--- config.mk ---
export PLATFORM = sky130hd
export DESIGN_NAME = touch_sample_ctrl
export DESIGN_NICKNAME = d
export VERILOG_FILES = /design/src/rtl/touch_sample_ctrl_pkg.sv /design/src/rtl/sync_2ff.sv /design/src/rtl/touch_sample_ctrl.sv
export SDC_FILE = /design/constraint.sdc
export NUM_CORES = 1
export LEC_CHECK = 0
export BUFFER_PORTS_ARGS = -buffer_cell sky130_fd_sc_hd__buf_2
export CAP_MARGIN = 30
export CELL_PAD_IN_SITES_DETAIL_PLACEMENT = 1
export CELL_PAD_IN_SITES_GLOBAL_PLACEMENT = 1
export CORE_AREA = 2 2 85 87
export CTS_BUF_LIST = sky130_fd_sc_hd__clkbuf_8
export CTS_CLUSTER_SIZE = 16
export DETAILED_ROUTE_END_ITERATION = 8
export DIE_AREA = 0 0 87 89
export PLACE_DENSITY = 0.93
export SYNTH_ARGS = -nofsm -noshare
export SYNTH_HDL_FRONTEND = slang
export SYNTH_SLANG_ARGS = --single-unit
--- constraint.sdc ---
create_clock -name CLK -period 5.2 [get_ports CLK]
set_clock_uncertainty 0.1 [all_clocks]
set_input_delay 0 -clock CLK [delete_from_list [all_inputs] [get_ports CLK]]
set_output_delay 0 -clock CLK [all_outputs]
set_load 0.02 [all_outputs]
--- src/rtl/touch_sample_ctrl_pkg.sv ---
// touch_sample_ctrl_pkg: shared state encoding, ADC channel codes and parameter defaults
package touch_sample_ctrl_pkg;
   typedef enum logic [2:0] {IDLE, WAIT_PER, START_X, WAIT_X, START_Y, WAIT_Y, COMMIT} state_t;
   localparam logic CH_X = 1'b0;
   localparam logic CH_Y = 1'b1;
   localparam int SAMPLE_PERIOD_DEF = 50000;
   localparam int TIMEOUT_DEF = 1024;
   localparam int ADC_W = 12;
endpackage

--- src/rtl/sync_2ff.sv ---
// sync_2ff: two-flop synchronizer, resets to 1 so an unpowered pen line reads as pen-up
module sync_2ff (
   input  logic clk,
   input  logic rst_n,
   input  logic d,
   output logic q
);
   logic s1;
   always_ff @(posedge clk or negedge rst_n)
      if (!rst_n) {q, s1} <= 2'b11;
      else {q, s1} <= {s1, d};
endmodule

--- src/rtl/touch_sample_ctrl.sv ---
// touch_sample_ctrl: periodic X/Y touch-panel sampling through a shared ADC with timeout and abort
module touch_sample_ctrl
   import touch_sample_ctrl_pkg::*;
#(
   parameter int SAMPLE_PERIOD = SAMPLE_PERIOD_DEF,
   parameter int TIMEOUT       = TIMEOUT_DEF
) (
   input  logic             CLK,
   input  logic             RST_n,
   input  logic             PENIRQ_n,
   output logic             ADC_START,
   output logic             ADC_CH,
   input  logic             ADC_DONE,
   input  logic [ADC_W-1:0] ADC_DATA,
   output logic [ADC_W-1:0] X_COORD,
   output logic [ADC_W-1:0] Y_COORD,
   output logic             COORD_VALID,
   output logic             TOUCHED,
   output logic             ERR
);
   localparam int PW = SAMPLE_PERIOD > 1 ? $clog2(SAMPLE_PERIOD) : 1;
   localparam int TW = TIMEOUT > 1 ? $clog2(TIMEOUT) : 1;
   localparam logic [PW-1:0] P_LAST = PW'(SAMPLE_PERIOD - 1);
   localparam logic [TW-1:0] T_LAST = TW'(TIMEOUT - 1);

   state_t           state, state_n;
   logic             pen_sync, drop, pen_lost, in_wait, in_conv, timeout;
   logic [PW-1:0]    pcnt;
   logic [TW-1:0]    tcnt;
   logic [ADC_W-1:0] x_hold, y_hold;

   sync_2ff u_sync (.clk(CLK), .rst_n(RST_n), .d(PENIRQ_n), .q(pen_sync));

   assign TOUCHED   = ~pen_sync;
   assign in_wait   = state == WAIT_X || state == WAIT_Y;
   assign in_conv   = in_wait || state == START_X || state == START_Y;
   assign ADC_START = state == START_X || state == START_Y;
   assign ADC_CH    = (state == START_Y || state == WAIT_Y) ? CH_Y : CH_X;
   assign pen_lost  = drop | ~TOUCHED;
   // a DONE landing on the last allowed cycle still counts as success
   assign timeout   = in_wait && !ADC_DONE && tcnt == T_LAST;

   always_comb begin
      state_n = state;
      case (state)
         IDLE:     state_n = TOUCHED ? START_X : IDLE;
         WAIT_PER: state_n = !TOUCHED ? IDLE : (pcnt == P_LAST ? START_X : WAIT_PER);
         START_X:  state_n = WAIT_X;
         WAIT_X:   state_n = ADC_DONE ? (pen_lost ? IDLE : START_Y) : (timeout ? IDLE : WAIT_X);
         START_Y:  state_n = WAIT_Y;
         WAIT_Y:   state_n = ADC_DONE ? (pen_lost ? IDLE : COMMIT) : (timeout ? IDLE : WAIT_Y);
         COMMIT:   state_n = WAIT_PER;
         default:  state_n = IDLE;
      endcase
   end

   // period count saturates so a pair overrunning the period restarts at once
   always_ff @(posedge CLK or negedge RST_n)
      if (!RST_n) begin
         state       <= IDLE;
         pcnt        <= '0;
         tcnt        <= '0;
         drop        <= 1'b0;
         x_hold      <= '0;
         y_hold      <= '0;
         X_COORD     <= '0;
         Y_COORD     <= '0;
         COORD_VALID <= 1'b0;
         ERR         <= 1'b0;
      end else begin
         state       <= state_n;
         pcnt        <= state_n == START_X ? '0 : (pcnt == P_LAST ? pcnt : pcnt + 1'b1);
         tcnt        <= (state_n == START_X || state_n == START_Y) ? '0 : tcnt + 1'b1;
         drop        <= state_n == START_X ? 1'b0 : drop | (in_conv & ~TOUCHED);
         if (state == WAIT_X && ADC_DONE) x_hold <= ADC_DATA;
         if (state == WAIT_Y && ADC_DONE) y_hold <= ADC_DATA;
         if (state == COMMIT) begin
            X_COORD <= x_hold;
            Y_COORD <= y_hold;
         end
         COORD_VALID <= state == COMMIT;
         ERR         <= ERR | timeout;
      end
endmodule
; ---- Yosys cells after proc, flatten, opt, wreduce, memory -nomap -nowiden
; Index checks and enable logic that the tools add are counted.
[totals]
ff_bits = 82
inputBits = 16
output_inout_bits = 29
elab_cells = 57
[op_classes]
n_addsub = 2
n_eq_ne = 11
n_mux = 15
n_bitwise = 5
reduce_logical = 12
[ops]
columns = cell, n
row1 = 2-to-1 mux 16 bit, 2
row2 = case mux 3 bit (7 select lines), 1
row3 = adder 16 x 1 -> 16 bit (second input constant), 1
row4 = == test 16 bit (second input constant), 1
row5 = 2-to-1 mux 3 bit, 5
row6 = == test 3 bit (second input constant), 4
row7 = adder 10 x 1 -> 10 bit (second input constant), 1
row8 = == test 10 bit (second input constant), 1
row9 = 2-to-1 mux 10 bit, 1
row10 = == test 3 x 2 -> 1 bit (second input constant), 3
row11 = 2-to-1 mux 2 bit, 4
row12 = logical OR 1 bit, 6
row13 = logical AND 1 bit, 4
row14 = == test 3 x 1 -> 1 bit (second input constant), 1
row15 = zero test 3 bit, 1
row16 = OR 1 bit, 3
row17 = 2-to-1 mux 1 bit, 2
row18 = inequality test 2 x 1 -> 1 bit (second input constant), 1
row19 = AND 1 bit, 1
row20 = zero test 1 bit, 1
row21 = inverter 1 bit, 1

; ---- Logic depth before layout (Yosys ltp)
[depth]
depth_word = 10
mapped_depth = 7
mapped_depth_nobuf = 5

; ---- Modules after synthesis
; Synthesis repeated with hierarchy kept, for this count alone.
[unflattened]
hier_cells = 319
hier_area_um2 = 3480.8
[by_module_without_submodules]
columns = module, n_inst, cells_each, area_per_inst_um2, seq_area_each_um2
row1 = touch_sample_ctrl, 1, 317, 3428.3, 2001.9
row2 = sync_2ff, 1, 2, 52.6, 52.6

; ---- Worst setup path before layout
; Ideal clock, no wire load.
[synth_timing]
kind = reg-to-reg
from = register pcnt[4]
to = register pcnt[10]
setup_time_ns = 0.119
arrival_ns = 1.831
slack_ns = 3.150
stages_incl_launch_ff = 7
cell_sequence = dfrtp_1 > or4_4 > nor4_4 > o21a_1 > buf_4 > buf_6 > nor2_1
[synth_via]
elab_chain_len = 6
word_cells_on_any_way = 9
cone_classes = 1 x add/sub / 3 x eq/ne / 5 x mux
[synth_rtl]
columns = item, line
row1 = from (decl), touch_sample_ctrl.sv:28  ; logic [PW-1:0] pcnt;
row2 = from (signal assigned), touch_sample_ctrl.sv:72  ; pcnt <= state_n == START_X ? '0 : (pcnt == P_LAST ? pcnt : pcnt + 1'b1);
row3 = == test 16 bit, "touch_sample_ctrl.sv:47, touch_sample_ctrl.sv:72"
row4 = 2-to-1 mux 2 bit (2 in series), touch_sample_ctrl.sv:47  ; WAIT_PER: state_n = !TOUCHED ? IDLE : (pcnt == P_LAST ? START_X : WAIT_PER);
row5 = case mux 3 bit (7 select lines), touch_sample_ctrl.sv:45  ; case (state)
row6 = == test 3 x 2 -> 1 bit, touch_sample_ctrl.sv:72
row7 = inequality test 2 x 1 -> 1 bit (no source line) or 2-to-1 mux 16 bit (tied branches), --
; Several ways; a longest one is shown, not always the timed one. The select of a mux whose other input is x is not followed.
; A chain may end at the register's enable or synchronous reset.

; ---- Worst setup path in the final report
[layout_timing]
from = register pcnt[0]
to = register pcnt[0]
; The elaborated chain is that of the path after synthesis.

==> impl_metrics.csv <==
group,metric,value,unit
cells_and_area,num-nets-final,357,
timing,slew_headroom,51.45,%
cells_and_area,design_area,4083,um^2
yosys,synth_enable_flop_cells,0,
grt,grt-ovfl-total,0,
routing,routed_via_density,5.856,
clock_tree,cts_setup_buffers,0,
yosys,async_flop_share,100.0,%
cells_and_area,drive_above_1_share,32.85,%
floorplanning,num_io_pins,45,
clock_tree,clk_path_buf_depth,2,
routing,drt_iter0_drc,186,
critical_path,cp_cell_sequence,"ha_1, nand4_1, nor4_4, o21a_1, nor2_1",
grt,first_global_vias,2738,
hold_path,hold_class,"input port to flip-flop",
clock_tree,path_clk_slew,0.10,ns
critical_path,critPathRequiredTime,5.32,ns
pwr,p_leak,1.969,nW
routing,drc,0,
routing,postRouteAntennaNets,0,
critical_path,r2r-end,"pcnt[0]$_DFFE_PN0P_",
job,max-cap-violations,0,
cells_and_area,layout_common_cells,"dfrtp_1, mux2_2, buf_2, nor2_1, nand2_1",
timing,finalCritPeriodShare,50.11,%
cells_and_area,area_growth,18.44,%
cells_and_area,nFillCells,646,
floorplanning,die_h,89,um
clock_tree,ctsHoldBuffers,14,
critical_path,crit_buf_inv,0,
yosys,ys_warn_count,0,
critical_path,path_delay_family,"simple AND/OR/NAND/NOR gates",
critical_path,path_max_fanout,17,
grt,antenna_found_initial,0,
cells_and_area,diodes,0,
critical_path,path_class,"flip-flop to flip-flop",
yosys,synth_fp_nets,295,
cells_and_area,multiInputGateArea,1316,um^2
grt,grtUsageTotal,28.89,%
critical_path,slowest_delay,0.62,ns
yosys,syn_area,3447,um^2
timing,finalSetupTns,0,ns
hold_path,min_to,"state[0]$_DFF_PN0_",
hold_path,hold_start,"ADC_DONE",
placement,gp_congestion,0.7964,
outcome,outcome,"finished, final reports clean",
critical_path,rrSetupSlack,2.59,ns
clock_tree,post_cts_resized,0,
timing,finalSetupViolCount,0,
critical_path,startpoint_type,"flip-flop",
clock_tree,cts-root-buf,"clkbuf_8",
timing,finalHoldViolations,0,
hold_path,min_path_cells,4,
floorplanning,core,6719,um^2
placement,placed_area,3727,um^2
critical_path,critPathArrivalTime,2.73,ns
timing,fmax,383.8,MHz
routing,num_vias,2483,
routing,avgRoutedWirePerCell,23.90,um
yosys,syn_inst,277,
routing,wl,10130,um
yosys,synth.distinct_cells,38,
timing,tightest_slew,0.7262,ns
critical_path,r2r_cells,5,
pwr,ir_drop,319.5,uV
floorplanning,fp.dieArea,7743,um^2
clock_tree,cts_buffers,9,
timing,layout_min_cycle_time,2.605,ns
yosys,avgSynthCellArea,12.44,um^2
clock_tree,cts_tree,"yes",
cells_and_area,ff_latch_area,2054,um^2
yosys,synth_seq_area_share,59.60,%
routing,firstDrtPassIters,4,
clock_tree,h-tree-depth,3,
grt,grt_pass1_wl,16060,um
critical_path,setup.worst_path.end_class,"flip-flop",
pwr,total_power,2.016,mW
yosys,synth-seq-cells,82,
timing,rsz0062_at_grt,"false",
floorplanning,die_w,87,um
critical_path,r2r-start,"pcnt[0]$_DFFE_PN0P_",
cells_and_area,final_common_cell,"dfrtp_1",
timing,final-max-slew-violation-count,0,
clock_tree,clk_latency,0.36,ns
grt,grt_max_degree,83,
placement,detailed_place_hpwl,5306,um
pwr,power_density,493.7,nW/um^2
floorplanning,rows,30,
yosys,yosys_most_used_dff,"dfrtp_1",
floorplanning,initial_core_util,51.30,%
placement,port_buffers,44,
critical_path,cpMaxStageDelayCell,"nor4_4",
clock_tree,clock_sinks,82,
==> cells in the mapped netlist (2+ instances only) <==
library cell | n | area (um^2)
dfrtp_1 | 80 | 2002
mux2_2 | 48 | 540.5
nor2_1 | 31 | 116.4
nand2_1 | 16 | 60.06
xnor2_1 | 13 | 113.9
nand3_1 | 10 | 50.05
nor3_1 | 10 | 50.05
xor2_1 | 8 | 70.07
inv_1 | 7 | 26.28
clkbuf_1 | 6 | 22.52
nand4_1 | 6 | 37.54
nor4_1 | 4 | 25.02
o21ai_0 | 4 | 20.02
a21oi_1 | 3 | 15.01
a31oi_1 | 2 | 12.51
and4_1 | 2 | 17.52
dfstp_2 | 2 | 52.55
ha_1 | 2 | 25.02
nand3b_1 | 2 | 15.01
nor2b_1 | 2 | 12.51
or3_1 | 2 | 12.51
==> metal layers <==
| layer | track usage, % | vias to the layer above | wire length, um | part of all wire, % |
|---|---|---|---|---|
| li1 | - | 1085 | - | - |
| met1 | 34.36 | 1276 | 3997 | 39 |
| met2 | 51.01 | 92 | 5364 | 53 |
| met3 | 4.894 | 30 | 426 | 4.2 |
| met4 | 14.20 | 0 | 343 | 3.4 |
| met5 | 0 | - | 0 | 0 |
==> layout make-up <==
| class | instances | share of cell area, % |
|---|---|---|
| Sequential cell | 82 | 50.32 |
| Multi-Input combinational cell | 178 | 32.24 |
| Timing Repair Buffer | 61 | 9.991 |
| Clock buffer | 9 | 3.034 |
| Tap cell | 80 | 2.452 |
| Clock inverter | 7 | 1.318 |
| Inverter | 7 | 0.6436 |
==> registers in the layout, indices dropped and copies added (netlist names) <==
| name | flops |
|---|---|
| pcnt | 16 |
| X_COORD | 12 |
| Y_COORD | 12 |
| x_hold | 12 |
| y_hold | 12 |
| tcnt | 10 |
| state | 3 |
| COORD_VALID | 1 |
| ERR | 1 |
| drop | 1 |
| u_sync.q | 1 |
| u_sync.s1 | 1 |
==> tightest hold or removal path, stage by stage <==
cell and delay [ns]:
buf_2 0.13, nor2_1 0.16, a2bb2oi_1 0.10, o21ai_0 0.09
==> worst max-delay path by stage <==
stage,startpoint,endpoint,slack [ns],depth (start not counted)
floorplan,pcnt[4]$_DFFE_PN0P_,pcnt[10]$_DFFE_PN0P_,3.15,6
global placement,pcnt[4]$_DFFE_PN0P_,pcnt[3]$_DFFE_PN0P_,2.81,4
detailed placement,pcnt[4]$_DFFE_PN0P_,pcnt[3]$_DFFE_PN0P_,2.75,4
CTS,pcnt[0]$_DFFE_PN0P_,drop$_DFF_PN0_,2.65,5
global route,pcnt[0]$_DFFE_PN0P_,pcnt[3]$_DFFE_PN0P_,2.44,5
finish,pcnt[0]$_DFFE_PN0P_,pcnt[0]$_DFFE_PN0P_,2.59,5
==> power breakdown <==
part / internal (mW) / total, mW / switching [mW] / leakage [nW]
combinational: 0.244 / 0.572 / 0.329 / 0.810
sequential: 0.816 / 0.998 / 0.182 / 1.07
clock: 0.177 / 0.445 / 0.268 / 0.0876
==> per-stage QoR <==
| step | instances | hold WS [ns] | utilization [%] | setup WS (ns) |
|---|---|---|---|---|
| after floorplan | 277 | -0.3956 | - | 3.150 |
| after global placement | 392 | 0.005093 | 55.47 | 2.810 |
| after detailed placement | 392 | 0.007980 | 55.47 | 2.749 |
| after CTS | 422 | 0.01902 | 60.20 | 2.655 |
| after global routing | 424 | 0.07462 | 60.76 | 2.438 |
| final | 424 | 0.05603 | 60.76 | 2.595 |
==> cell families (layout without fill, tap and decap cells) <==
| family | count (synthesis) | in the layout | share of synthesized area, % |
|---|---|---|---|
| buffers and inverters | 17 | 84 | 2.214 |
| AO/OA/AOI/OAI | 15 | 15 | 2.831 |
| multiplexers | 49 | 49 | 15.97 |
| adder cells (fa/ha/maj) | 2 | 2 | 0.7258 |
| flip-flops | 82 | 82 | 59.60 |
| XOR/XNOR | 21 | 21 | 5.336 |
| AND/OR/NAND/NOR | 91 | 91 | 13.32 |
No activity file was read; power rests on OpenSTA's default activity.
